**src/rtl/temporizador_pkg.sv**
```systemverilog
// Shared types and limits for the BCD countdown timer: FSM state, BCD digit,
// digit limits and preset validation.
package temporizador_pkg;

    typedef enum logic [1:0] {
        IDLE  = 2'd0,
        RUN   = 2'd1,
        PAUSE = 2'd2,
        RING  = 2'd3
    } state_t;

    typedef logic [3:0] bcd_t;

    // Digit 0 is seconds units, digit 5 is hours tens.
    typedef bcd_t [5:0] digits_t;

    localparam int UNITS_MAX = 9;
    localparam int TENS_MAX  = 5;
    localparam int HOURS_MAX = 23;

    localparam logic [7:0] HOURS_MAX_BCD = {bcd_t'(HOURS_MAX / 10), bcd_t'(HOURS_MAX % 10)};

    function automatic int digit_max(input int idx);
        if (idx == 5)
            return HOURS_MAX / 10;
        else if (idx % 2 == 1)
            return TENS_MAX;
        else
            return UNITS_MAX;
    endfunction

    function automatic logic preset_valid(input digits_t d);
        return (d[0] <= bcd_t'(UNITS_MAX)) && (d[1] <= bcd_t'(TENS_MAX))
            && (d[2] <= bcd_t'(UNITS_MAX)) && (d[3] <= bcd_t'(TENS_MAX))
            && (d[4] <= bcd_t'(UNITS_MAX)) && ({d[5], d[4]} <= HOURS_MAX_BCD);
    endfunction

endpackage

```
**src/rtl/bcd_down_digit.sv**
```systemverilog
// One BCD down-counting digit: decrements when borrow_in is set, wrapping
// 0 -> MAX and raising borrow_out to the next digit.
module bcd_down_digit
    import temporizador_pkg::*;
#(
    parameter int MAX = 9
) (
    input  bcd_t digit,
    input  logic borrow_in,
    output bcd_t digit_nx,
    output logic borrow_out
);

    always_comb begin
        digit_nx   = digit;
        borrow_out = 1'b0;
        if (borrow_in) begin
            if (digit == '0) begin
                digit_nx   = bcd_t'(MAX);
                borrow_out = 1'b1;
            end else begin
                digit_nx = digit - 1'b1;
            end
        end
    end

endmodule

```
**src/rtl/temporizador_bcd.sv**
```systemverilog
// HH:MM:SS BCD countdown timer with load/start/stop/ack control and ring alarm.
// Define TEMPORIZADOR_RING_TIMEOUT_EN to auto-clear the ring after RING_SECONDS.
module temporizador_bcd
    import temporizador_pkg::*;
#(
    parameter int CLK_HZ       = 100000000,
    parameter int RING_SECONDS = 10
) (
    input  logic       clk,
    input  logic       reset,
    input  logic       load,
    input  logic       start,
    input  logic       stop,
    input  logic       ack,
    input  logic [7:0] hor_in,
    input  logic [7:0] min_in,
    input  logic [7:0] seg_in,
    output logic [7:0] hor_out,
    output logic [7:0] min_out,
    output logic [7:0] seg_out,
    output logic       ring,
    output logic       running,
    output logic       load_err
);

`ifdef TEMPORIZADOR_RING_TIMEOUT_EN
    localparam bit TIMEOUT_EN = 1'b1;
`else
    localparam bit TIMEOUT_EN = 1'b0;
`endif

    localparam int PW = (CLK_HZ > 1) ? $clog2(CLK_HZ) : 1;
    localparam int RW = (RING_SECONDS > 1) ? $clog2(RING_SECONDS + 1) : 1;

    state_t          state, state_nx;
    digits_t         cnt, cnt_nx, cnt_dec, preset;
    logic [PW-1:0]   presc, presc_nx;
    logic [RW-1:0]   rsec, rsec_nx;
    logic            tick, err_nx, underflow;

    assign preset = {hor_in, min_in, seg_in};

    // Borrow ripples seconds -> hours; a borrow out of the top digit means
    // the count was already zero.
    for (genvar i = 0; i < 6; i++) begin : g_dig
        logic bin, bout;
        if (i == 0) begin : g_first
            assign bin = 1'b1;
        end else begin : g_chain
            assign bin = g_dig[i-1].bout;
        end
        bcd_down_digit #(.MAX(digit_max(i))) u_digit (
            .digit      (cnt[i]),
            .borrow_in  (bin),
            .digit_nx   (cnt_dec[i]),
            .borrow_out (bout)
        );
    end
    assign underflow = g_dig[5].bout;

    always_comb begin
        state_nx = state;
        cnt_nx   = cnt;
        presc_nx = presc;
        rsec_nx  = rsec;
        err_nx   = 1'b0;
        tick     = (presc == PW'(CLK_HZ - 1));

        if (state == RUN || (TIMEOUT_EN && state == RING))
            presc_nx = tick ? '0 : presc + 1'b1;

        if (state == RUN && tick && !underflow) begin
            cnt_nx = cnt_dec;
            if (cnt_dec == '0)
                state_nx = RING;
        end

        if (TIMEOUT_EN && state == RING && tick) begin
            rsec_nx = rsec + 1'b1;
            if (rsec == RW'(RING_SECONDS - 1))
                state_nx = IDLE;
        end

        // Commands override the free-running behaviour; load > stop > start > ack.
        if (load && state != RUN) begin
            if (preset_valid(preset)) begin
                cnt_nx   = preset;
                state_nx = IDLE;
                presc_nx = '0;
            end else begin
                err_nx = 1'b1;
            end
        end else if (stop && state == RUN) begin
            cnt_nx   = cnt;
            state_nx = PAUSE;
            presc_nx = '0;
        end else if (start && (state == IDLE || state == PAUSE) && cnt != '0) begin
            state_nx = RUN;
            presc_nx = '0;
        end else if (ack && state == RING) begin
            state_nx = IDLE;
            presc_nx = '0;
        end

        if (state_nx != RING)
            rsec_nx = '0;
    end

    always_ff @(posedge clk) begin
        if (reset) begin
            state    <= IDLE;
            cnt      <= '0;
            presc    <= '0;
            rsec     <= '0;
            ring     <= 1'b0;
            running  <= 1'b0;
            load_err <= 1'b0;
        end else begin
            state    <= state_nx;
            cnt      <= cnt_nx;
            presc    <= presc_nx;
            rsec     <= rsec_nx;
            ring     <= (state_nx == RING);
            running  <= (state_nx == RUN);
            load_err <= err_nx;
        end
    end

    assign hor_out = {cnt[5], cnt[4]};
    assign min_out = {cnt[3], cnt[2]};
    assign seg_out = {cnt[1], cnt[0]};

endmodule

```
**config.mk**
```make
export PLATFORM = sky130hd
export DESIGN_NAME = temporizador_bcd
export DESIGN_NICKNAME = d
export VERILOG_FILES = /design/src/rtl/temporizador_pkg.sv /design/src/rtl/bcd_down_digit.sv /design/src/rtl/temporizador_bcd.sv
export SDC_FILE = /design/constraint.sdc
export NUM_CORES = 1
export LEC_CHECK = 0
export BUFFER_PORTS_ARGS = -buffer_cell sky130_fd_sc_hd__buf_2
export CAP_MARGIN = 20
export CORE_ASPECT_RATIO = 1.75
export CORE_MARGIN = 10
export CORE_UTILIZATION = 40
export DETAILED_ROUTE_END_ITERATION = 16
export GPL_TIMING_DRIVEN = 0
export PLACE_DENSITY = 0.67
export SYNTH_ARGS = -nofsm -noshare
export SYNTH_HDL_FRONTEND = slang
export SYNTH_SLANG_ARGS = --single-unit
```
**constraint.sdc**
```tcl
create_clock -name clk -period 2.65 [get_ports clk]
set_input_delay 0.1325 -clock clk [delete_from_list [all_inputs] [get_ports clk]]
set_output_delay 0.1325 -clock clk [all_outputs]
set_load 0.05 [all_outputs]
```
==> reports/qor.txt <==
Status -> complete, no violations
Post-Route WL -> 10300 um
Clock Latency Late Sink -> 0.29 ns
Vias in the first global route -> 3405
CTS tree -> yes
Total number of vias -> 3329
ANT nets after route -> 0
Longest Clk Path Bufs -> 2
CP bufs+invs -> 2
Startpoint types -> flop
Fin. max-slew vios -> 0
CORE AREA -> 7510 um^2
Post-DP HPWL -> 7790 um
Drc violations -> 0
CTS root buf -> clkbuf_16
Met3 Resource Use GR -> 3.48%
Crit-path leading delay family -> simple AND/OR/NAND/NOR gates
CTS buffer count -> 5
Met2 Use GR -> 31.5%
Number of buffers added on ports -> 56
Setup Viol. Count Final -> 0
Worst R2R End -> presc[24]$_SDFF_PP0_
Min-delay src -> min_in[4]
Gr ovfl total -> 0
Post-synth ARST share -> 0%
H-tree depth -> 2
Worst r2r src -> seg_out[6]$_SDFFE_PP0P_
Io pins -> 57
First-pass GRT wire length -> 16400 um
Sink Count -> 56
Worst clock skew -> 0.00845 ns
RSZ-0062 raised after global routing -> yes
GRT Overall Usage -> 17.2%
Worst min path class -> in2reg
Cells along the critical path -> or4_4, or4_4, nor3_4, nor3_2, or3_1, buf_6, buf_6, nor2_2
Die height -> 136 um
GPL Wtd Cong -> 0.932
Vias per inst -> 6.12
Fin nets -> 489
Die X -> 86.3 um
Area Growth Syn to Fin -> 24.2%
Clock slew at reported path FFs -> 0.07 ns
Max FO, Critical Path -> 10
Reg2reg path depth -> 8
Rows -> 42
Post-synthesis register bit count -> 56
1st-iter DRT viols -> 204
Hold Crit Endpoint -> min_out[4]$_SDFFE_PP0P_
Crit path largest cell delay -> 0.56 ns
Crit. End Element -> flop
First-pass DRT Iterations -> 4
Initial antenna violation count -> 0
Final Cycle Share -> 99.8%
Number of synthesized flops with an enable pin -> 0
Cells after synthesis -> 383
Final hold vios -> 0
Initial Util -> 41.0%
Cell area after synthesis -> 3080 um^2
Layout cell share with drive strength beyond 1 -> 29.4%
Yosys warning total -> 0
Slew HR -> 45.9%
Wirelength per Cell -> 18.9 um
Clock period minus worst slack -> 2.65 ns
Max Cap Viol -> 0
Syn_nets -> 416
Predominant post-synthesis flop cell -> dfxtp_1
Slowest CP cell -> or4_4
Netlist cell types -> 52
Die area -> 11700 um^2
Hold depth -> 3
Worst R2R Setup Slack -> 0.005 ns
Post-route insts no fill -> 544
CP Class -> reg2reg
Dpl cell area -> 3480 um^2
Power density over the cells -> 453 nW/um^2
Leakage -> 1.54 nW
Worst-margin pin slew -> 0.808 ns
Met1 global-route usage -> 16.6%
Final Instance Area -> 3820 um^2
Diode count -> 0
Sequential fraction of the synthesis area -> 36.4%
Worst Path Arrival -> 2.88 ns
GR peak layer -> met2
Placed insts -> 527
Syn Area/Cell -> 8.04 um^2
Required time worst endpoint -> 2.88 ns
Largest net degree at the start of global routing -> 16
Fmax -> 0.378 GHz
VDD IR max -> 0.306 mV
==> timing repair <==
action	4_1_cts	5_1_grt
pin swaps	14	6
setup buffers	8	4
hold buffers	0	0
endpoints found under the setup margin	49	43
gates cloned	0	0
resized for setup	21	20
==> stage by stage <==
step	power [W]	utilization [%]	TNS (ns)	hold WS [ns]	setup WS [ns]
2_1_floorplan	0.00100	-	0	0.222	0.00346
3_3_place_gp	0.00108	46.3	-7.54	0.425	-0.229
3_5_place_dp	0.00108	46.3	-7.18	0.436	-0.226
4_1_cts	0.00174	49.8	-0.733	0.124	-0.0437
5_1_grt	0.00179	50.9	-0.672	0.122	-0.0422
6_report	0.00173	50.9	0	0.128	0.00455
==> how the worst max path moves through the flow <==
stage,start,end,cells past startpoint
final,seg_out[6]$_SDFFE_PP0P_,presc[24]$_SDFF_PP0_,8
after floorplan,seg_out[6]$_SDFFE_PP0P_,seg_out[3]$_SDFFE_PP0P_,8
after CTS,hor_out[0]$_SDFFE_PP0P_,presc[24]$_SDFF_PP0_,9
after detailed placement,hor_out[0]$_SDFFE_PP0P_,presc[7]$_SDFF_PP0_,9
after global routing,min_out[2]$_SDFFE_PP0P_,presc[23]$_SDFF_PP0_,8
after global placement,hor_out[0]$_SDFFE_PP0P_,presc[16]$_SDFF_PP0_,9
==> per-layer routing <==
metal  routed length [um]  vias up  part of all wire (%)
li1                     -     1557                     -
met1                 3690     1601                    36
met2                 5510      134                    54
met3                  598       37                   5.8
met4                  476        0                   4.6
met5                    0        -                     0
==> synth_stat cells (5+ instances only) <==
| cell type | number | share of area (%) |
|---|---|---|
| nor2_1 | 63 | 7.7 |
| dfxtp_1 | 56 | 36 |
| nand2_1 | 24 | 2.9 |
| nand3_1 | 21 | 3.4 |
| xor2_1 | 19 | 5.4 |
| o21ai_0 | 18 | 2.9 |
| a31oi_1 | 16 | 3.3 |
| or4_1 | 13 | 3.2 |
| a21oi_1 | 12 | 2.0 |
| clkbuf_1 | 12 | 1.5 |
| and3_1 | 11 | 2.2 |
| nand4_1 | 11 | 2.2 |
| nor3_1 | 9 | 1.5 |
| xnor2_1 | 9 | 2.6 |
| or3_1 | 8 | 1.6 |
| inv_1 | 7 | 0.85 |
| nor4_1 | 6 | 1.2 |
| o221a_2 | 5 | 1.8 |
| o221ai_1 | 5 | 1.4 |
==> worst reg2reg max path, cell delays in order (launching register included) <==
cell     delay, ns
dfxtp_4       0.35
or4_4         0.53
or4_4         0.56
nor3_4        0.30
nor3_2        0.08
or3_1         0.37
buf_6         0.15
buf_6         0.14
nor2_2        0.11
==> power breakdown <==
| part | internal (W) | total, W | switching [W] |
|---|---|---|---|
| clock network | 0.000345 | 0.000640 | 0.000295 |
| logic | 0.0000917 | 0.000237 | 0.000146 |
| registers | 0.000846 | 0.000855 | 0.00000951 |
| total | 0.00128 | 0.00173 | 0.000450 |
==> layout make-up <==
class                      instances  area, um^2
buffer                            14        80.1
clock buffer                       6         129
clock inverter                     1        5.00
fill                             757        3690
inverter                           7        26.3
multi-input combinational        304        1960
sequential                        56        1140
tap                               88         110
timing repair buffer              68         370
==> cells by family after synthesis <==
family	share of synthesized area, %
AOI/OAI and AO/OA	17.6
xor gates and xnor gates	7.97
adders and majority gates	1.22
buffers and inverters	3.58
DFF	36.4
muxes	0.691
and+or+nand+nor	32.5
==> registers in the layout, indices dropped and copies added (netlist names) <==
signal,flops
ring,1
presc,27
running,1
hor_out,8
seg_out,8
state,2
load_err,1
min_out,8
==> cell usage in the layout (no fill, tap or decap), types with 3 or more instances in the layout <==
cell type,count
nor4_1,4
clkbuf_1,11
clkbuf_16,5
nand2_1,24
nor2_1,45
o31ai_1,4
nor2_2,19
a22oi_1,3
dfxtp_4,3
buf_4,12
and3_1,11
a21oi_1,12
dfxtp_1,45
a31oi_1,16
or4_4,4
o211ai_1,3
inv_1,7
nand4_1,11
o221a_2,5
buf_2,56
xnor2_1,9
xor2_1,19
o221ai_1,5
or2_2,4
ha_1,3
or4_1,9
nand2b_1,3
a311oi_1,3
or3_1,6
nor3_1,8
dfxtp_2,8
o21ai_0,18
o21a_1,3
nand3_1,20
Power figures use the tool's default switching activity.
